File: src/rtl/writeback_module_pkg.sv
// Shared constants for the writeback stage: control-bundle bit positions and
// the hard-wired zero register index.
package writeback_module_pkg;

  localparam int unsigned WB_BUNDLE_W  = 2;
  localparam int unsigned WB_REG_WRITE = 0;
  localparam int unsigned WB_LINK_SEL  = 1;
  localparam int unsigned REG_ZERO     = 0;

endpackage

File: src/rtl/pipe_reg.sv
// Generic parameterised pipeline register with synchronous active-high clear
// and load enable.
// Ports: clk, reset (sync clear), en (load), d (next value), q (held value).
module pipe_reg #(
  parameter int unsigned W = 1
) (
  input  logic         clk,
  input  logic         reset,
  input  logic         en,
  input  logic [W-1:0] d,
  output logic [W-1:0] q
);

  always_ff @(posedge clk) begin
    if (reset) begin
      q <= '0;
    end else if (en) begin
      q <= d;
    end
  end

endmodule

File: src/rtl/writeback_module_reg_file_2r1w.sv
// Architectural register file: 2^AW x W, one synchronous write port, two
// asynchronous read ports with bypass of the pending write. Register 0 is
// hard-wired to zero on both write and read.
// Ports: clk, clear (sync clear of all entries), wr_en/wr_addr/wr_data (commit),
//        byp_en/byp_addr/byp_data (pending write visible to readers),
//        ra_addr/ra_data, rb_addr/rb_data (read ports).
module reg_file_2r1w
  import writeback_module_pkg::*;
#(
  parameter int unsigned W  = 32,
  parameter int unsigned AW = 5
) (
  input  logic          clk,
  input  logic          clear,
  input  logic          wr_en,
  input  logic [AW-1:0] wr_addr,
  input  logic [W-1:0]  wr_data,
  input  logic          byp_en,
  input  logic [AW-1:0] byp_addr,
  input  logic [W-1:0]  byp_data,
  input  logic [AW-1:0] ra_addr,
  output logic [W-1:0]  ra_data,
  input  logic [AW-1:0] rb_addr,
  output logic [W-1:0]  rb_data
);

  localparam int unsigned NREG = 2 ** AW;

  logic [W-1:0] mem [NREG];
  logic         wr_ok;
  logic         byp_ok;

  assign wr_ok  = wr_en  && (wr_addr  != AW'(REG_ZERO));
  assign byp_ok = byp_en && (byp_addr != AW'(REG_ZERO));

  // Storage; clear has priority over a same-edge commit.
  always_ff @(posedge clk) begin
    if (clear) begin
      for (int unsigned i = 0; i < NREG; i++) begin
        mem[i] <= '0;
      end
    end else if (wr_ok) begin
      mem[wr_addr] <= wr_data;
    end
  end

  // Read port A: zero register, then bypass, then storage.
  always_comb begin
    ra_data = mem[ra_addr];
    if (ra_addr == AW'(REG_ZERO)) begin
      ra_data = '0;
    end else if (byp_ok && (ra_addr == byp_addr)) begin
      ra_data = byp_data;
    end
  end

  // Read port B: same priority as port A.
  always_comb begin
    rb_data = mem[rb_addr];
    if (rb_addr == AW'(REG_ZERO)) begin
      rb_data = '0;
    end else if (byp_ok && (rb_addr == byp_addr)) begin
      rb_data = byp_data;
    end
  end

endmodule

File: src/rtl/writeback_module.sv
// Writeback pipeline stage: registers the memory-stage result, selects the
// writeback value, commits it to the register file, exposes a forwarding tap
// and counts retired instructions.
// Ports: clk, reset (sync, active-high), enable_in (advance), valid_in,
//        bundle_in, data_in, pc_seq_in, write_reg_in (stage inputs),
//        rs/rt_addr_in -> rs/rt_data_out (decode read ports),
//        fwd_valid_out/fwd_reg_out/fwd_data_out (pending write),
//        retired_count_out (retired valid instructions, wrapping).
module writeback_module
  import writeback_module_pkg::*;
#(
  parameter int unsigned W     = 32,
  parameter int unsigned AW    = 5,
  parameter int unsigned CNT_W = 32
) (
  input  logic                   clk,
  input  logic                   reset,
  input  logic                   enable_in,
  input  logic                   valid_in,
  input  logic [WB_BUNDLE_W-1:0] bundle_in,
  input  logic [W-1:0]           data_in,
  input  logic [W-1:0]           pc_seq_in,
  input  logic [AW-1:0]          write_reg_in,
  input  logic [AW-1:0]          rs_addr_in,
  input  logic [AW-1:0]          rt_addr_in,
  output logic [W-1:0]           rs_data_out,
  output logic [W-1:0]           rt_data_out,
  output logic                   fwd_valid_out,
  output logic [AW-1:0]          fwd_reg_out,
  output logic [W-1:0]           fwd_data_out,
  output logic [CNT_W-1:0]       retired_count_out
);

  localparam int unsigned STAGE_W = 1 + WB_BUNDLE_W + W + W + AW;

  logic [STAGE_W-1:0]     stage_d;
  logic [STAGE_W-1:0]     stage_q;
  logic                   valid_q;
  logic [WB_BUNDLE_W-1:0] bundle_q;
  logic [W-1:0]           data_q;
  logic [W-1:0]           pc_seq_q;
  logic [AW-1:0]          write_reg_q;
  logic [W-1:0]           wb_data;
  logic                   pending;
  logic                   wr;
  logic [CNT_W-1:0]       retired_q;

  // Stage registers hold while stalled.
  assign stage_d = {valid_in, bundle_in, data_in, pc_seq_in, write_reg_in};

  pipe_reg #(.W(STAGE_W)) u_stage (
    .clk   (clk),
    .reset (reset),
    .en    (enable_in),
    .d     (stage_d),
    .q     (stage_q)
  );

  assign {valid_q, bundle_q, data_q, pc_seq_q, write_reg_q} = stage_q;

  // Link writes return the sequential PC instead of the datapath result.
  assign wb_data = bundle_q[WB_LINK_SEL] ? pc_seq_q : data_q;
  assign pending = valid_q && bundle_q[WB_REG_WRITE] && (write_reg_q != AW'(REG_ZERO));
  assign wr      = pending && enable_in;

  reg_file_2r1w #(.W(W), .AW(AW)) u_rf (
    .clk      (clk),
    .clear    (reset),
    .wr_en    (wr),
    .wr_addr  (write_reg_q),
    .wr_data  (wb_data),
    .byp_en   (pending),
    .byp_addr (write_reg_q),
    .byp_data (wb_data),
    .ra_addr  (rs_addr_in),
    .ra_data  (rs_data_out),
    .rb_addr  (rt_addr_in),
    .rb_data  (rt_data_out)
  );

  assign fwd_valid_out = pending;
  assign fwd_reg_out   = write_reg_q;
  assign fwd_data_out  = wb_data;

  // Every valid instruction retires once, on the enabled edge that leaves the stage.
  always_ff @(posedge clk) begin
    if (reset) begin
      retired_q <= '0;
    end else if (enable_in && valid_q) begin
      retired_q <= retired_q + CNT_W'(1);
    end
  end

  assign retired_count_out = retired_q;

endmodule
File: config.mk
export PLATFORM = sky130hd
export DESIGN_NAME = writeback_module
export DESIGN_NICKNAME = d
export VERILOG_FILES = /design/src/rtl/writeback_module_pkg.sv /design/src/rtl/pipe_reg.sv /design/src/rtl/writeback_module_reg_file_2r1w.sv /design/src/rtl/writeback_module.sv
export SDC_FILE = /design/constraint.sdc
export NUM_CORES = 2
export LEC_CHECK = 0
export ABC_AREA = 1
export CORE_MARGIN = 2
export CORE_UTILIZATION = 40
export CTS_CLUSTER_DIAMETER = 50
export DETAILED_ROUTE_END_ITERATION = 7
export DONT_BUFFER_PORTS = 1
export SKIP_CTS_REPAIR_TIMING = 1
export SYNTH_ARGS = -nofsm -noshare
export SYNTH_HDL_FRONTEND = slang
export SYNTH_HIERARCHICAL = 1
export SYNTH_SLANG_ARGS = --single-unit
export TNS_END_PERCENT = 20
File: constraint.sdc
create_clock -name clk -period 3.6 [get_ports clk]
set_input_delay 0.72 -clock clk [delete_from_list [all_inputs] [get_ports clk]]
set_output_delay 0.72 -clock clk [all_outputs]
set_load 0.01 [all_outputs]
# Yosys cells after proc, flatten, opt, wreduce, memory -nomap -nowiden
# Memory sizes are Yosys's and may differ from the RTL's.
# Index checks and enable logic that the tools add are counted.
[op_classes] add_sub_neg=1 n_mul=0 div_mod_pow=0 magnitude_cmp=0 n_eq_ne=2 shifts=0 mux=13 bitwise_logic=0 n_reduce_logical=12
[ops] op="$mux 32" count=6
[ops] op="$add 32x1->32 const B" count=1
[ops] op="$reduce_or 32->1" count=1
[ops] op="$eq 5x5->1" count=2
[ops] op="$logic_not 5->1" count=2
[ops] op="$logic_and 1x1->1" count=8
[ops] op="$mux 1" count=6
[ops] op="$mux 5" count=1
[ops] op="$reduce_bool 5->1" count=1
[totals] register_bits=104 latch_bits=0 mem_bits_rw=1024 rom_bits=0 inputBits=85 memories=1
[memory_table] name="u_rf.mem" words=32 word_bits=32 read_ports=2 rd_ports_with_merged_regs=0 wr=32 line="writeback_module_reg_file_2r1w.sv:29" text="logic [W-1:0] mem [NREG];"

# Longest topological paths before layout
[logic_depth] word_depth=9 depth_mapped=14 mapped_depth_nobuf=11

# Cells and area by module
# The synthesis kept the hierarchy.
[modules_own_cells] mod="reg_file_2r1w" n_inst=1 cells_each=7422 area_per_inst_um2=58547.4 seq_area_each_um2=30749.5
[modules_own_cells] mod="pipe_reg" n_inst=1 cells_each=456 area_per_inst_um2=2951.6 seq_area_each_um2=1441.4
[modules_own_cells] mod="writeback_module" n_inst=1 cells_each=328 area_per_inst_um2=2187.1 seq_area_each_um2=640.6

# Worst setup path after synthesis
# Ideal clock, no wire load.
[synth_timing] kind="input to output" start="in rt_addr_in[0]" end="out rt_data_out[22]" t_arrival_ns=1.912 setup_slack_ns=0.968 path_stages=11 n_path_buf=4 cell_sequence="buf_4 > buf_6 > buf_2 > buf_2 > nand2_1 > nand3_1 > nand3_1 > nand3_1 > nand3_1 > nand2_1 > a21oi_1"
[synth_between] elab_chain_cells=4 elab_cells_between_ends=6 cone_classes="eq/ne: 1; mux: 2; reduce/logical: 2; memory: 1"
[synth_lines] item="from (decl)" line="writeback_module.sv:25" text="input logic [AW-1:0] rt_addr_in,"
[synth_lines] item="parallel branches: the longest is 3 deep, another holds $mem_v2 32x32"
[synth_lines] item="$mux 32 (*)" line="writeback_module_reg_file_2r1w.sv:60" text="if (rb_addr == AW'(REG_ZERO)) begin"
[synth_lines] item="to (decl)" line="writeback_module.sv:27" text="output logic [W-1:0] rt_data_out,"
# Every way passes the cells marked *.

# Worst setup path after layout
[layout_timing] start="in rt_addr_in[0]" end="out rt_data_out[20]"
# The elaborated chain is that of the path after synthesis.

==> results.ini <==
[die]
die_area_um2=162000
num_rows=146
ios=219
die_h_um=403
core-area_um2=158000
dieWidth_um=403
initial_core_util=0.403

[setup_path]
cp_max_fo=700
worst-path-buf-inv=1
path_delay_family=simple AND/OR/NAND/NOR gates
slowest_delay_ps=1080
crit_required_ps=2880
crit_top_cell=nand3_1
startpoint_type=input pin
crit_type=in2out
crit_slowest_cell=or2_2
critPathCaptureType=output pin
path_cells=or2_2, nand3_1, nand3_1, nand3_1, nand3_1, nand2_1, a21oi_2, buf_4
arrival_ps=3930

[synth]
async_flop_share=0
synth_cell_type_count=37
ys.warnings.count=6
synth_top_area_frac=0.483
ys_top_cells_by_area=edfxtp_1, nand2_1, nor2_1, nand3_1, inv_1
synth_edf_count=1024
synthFlopType=edfxtp_1
seq_area_frac_synth=0.516
synthCells=8206
synth_area_leader_cell=edfxtp_1
syn-cell-area_um2=63700
syn_avg_cell_area_um2=7.76
yosys_register_bits=1128

[sta]
whs_ps=13.4
setup_viol=54
rsz0062_at_grt=true
layout_min_cycle_time_ps=4650
skew_ps=26.6
tightestPinTransition_ps=2610
finalCritPeriodShare=1.29
timing.fmax_ghz=0.215
relSlewSlack=-0.742
fin_ws_ps=-1050
slew_violations=712
hold_viol=0

[detailed_routing]
route.detailed.drc=0
vias_per_cell=5.78
wl_per_cell_um=24.8
num_vias=58700
first_pass_iters=7
ant_nets=0
wl_um=251000
drt_iter0_drc=8059

[grt]
grt_overflow_total=0
first_global_vias=54000
antenna_found_initial=5
grt_max_degree=786
grt_usage=0.299
grt_pass1_wl_um=359000

[placement]
gp_congestion=0.908
dp_slack_ps=-145
port_buffers=0
hpwl_um=140000

[cts]
cts_buffers=140
htree_levels=4
clkSinkCount=1128
clock_latency_ps=800
clk_pin_slew_ps=60
cts_buffer_depth=3
cts_tree=built
cts-root-buf=clkbuf_16

[power_and_ir_drop]
p_leak_nw=29.0
p_per_area_nw_per_um2=468
ir_drop_uv=466

[finish]
final_common_cell=nand2_1
num-fill-cells=15500
final_cell_mix=nand2_1, nor2_1, nand3_1, edfxtp_1, inv_1
syn_to_final_growth_pct=11.1
drive_gt1_frac=0.0806
fin_nets=8046

[outcome]
status=complete, but fails checks
failed_checks=slew limit, setup timing

[flow_run]
maxCapViolCount=0

[worst_hold_path]
hold_path_class=in2reg

## registers in the layout (all words and copies together) (netlist names)
register and flops:
retired_count_out 32, u_rf/mem 1024, u_stage/q 72
## synth_stat cells, types with 104 or more instances
cell and count:
a21oi_1 279, buf_2 322, clkbuf_1 230, dfxtp_1 104, edfxtp_1 1024, inv_1 730, nand2_1 1989, nand3_1 1034
nor2_1 1605, o211ai_1 193, o21ai_0 263, o21ai_1 178
## cell type report
type / instances / area [µm²] / share of cell area
diodes: 2 / 5.00 / 0.0000707
clock buffers: 177 / 3750 / 0.0530
clock inverters: 78 / 846 / 0.0120
inverters: 742 / 2860 / 0.0404
multi-input cells: 5700 / 25200 / 0.356
flip-flops and latches: 1128 / 32800 / 0.464
well taps: 2072 / 2590 / 0.0366
repair buffers: 248 / 2680 / 0.0378
## path summary, 6_finish.rpt
kind	slack, ps	end	cells after the start	start
setup / recovery	-1050	rt_data_out[20]	8	rt_addr_in[0]
hold / removal	10	retired_count_out[5]	1	reset
hold reg to reg	470	u_stage/q[28]	2	u_stage/q[28]
setup reg to reg	760	u_rf/mem[8][5]	11	u_stage/q[4]
## through the flow
step	TNS (ps)	utilization	power, W	instance area (µm²)	instances
finish	-27490	0.447	0.0331	70800	10100
global route	-491	0.447	0.0340	70800	10100
CTS	-11920	0.445	0.0330	70500	10100
detailed placement	-145	0.416	0.0189	65900	9883
global placement	-103	0.416	0.0188	65900	9883
floorplan	0	-	0.0178	63800	8237
## cells by family after synthesis
family	after synthesis	share of synthesized area
adders and majority gates	1	0.000196
other	1	0.0000589
muxes	32	0.00566
xor gates and xnor gates	10	0.00138
AOI/OAI and AO/OA	917	0.0798
and+or+nand+nor	4707	0.301
buffers and inverters	1410	0.0961
DFF	1128	0.516
## layer usage
layer,GRT usage,wire [µm],vias up
met4,0.149,13900,4
met5,0,27,-
met3,0.0860,33900,789
li1,-,-,26200
met1,0.392,95500,27800
met2,0.450,108000,3949
## power by group
group	internal (W)	total (W)	switching (W)
Clock	0.00843	0.0143	0.00585
Combinational	0.00117	0.00393	0.00277
Sequential	0.0147	0.0149	0.000195
No activity file was read; power rests on OpenSTA's default activity.
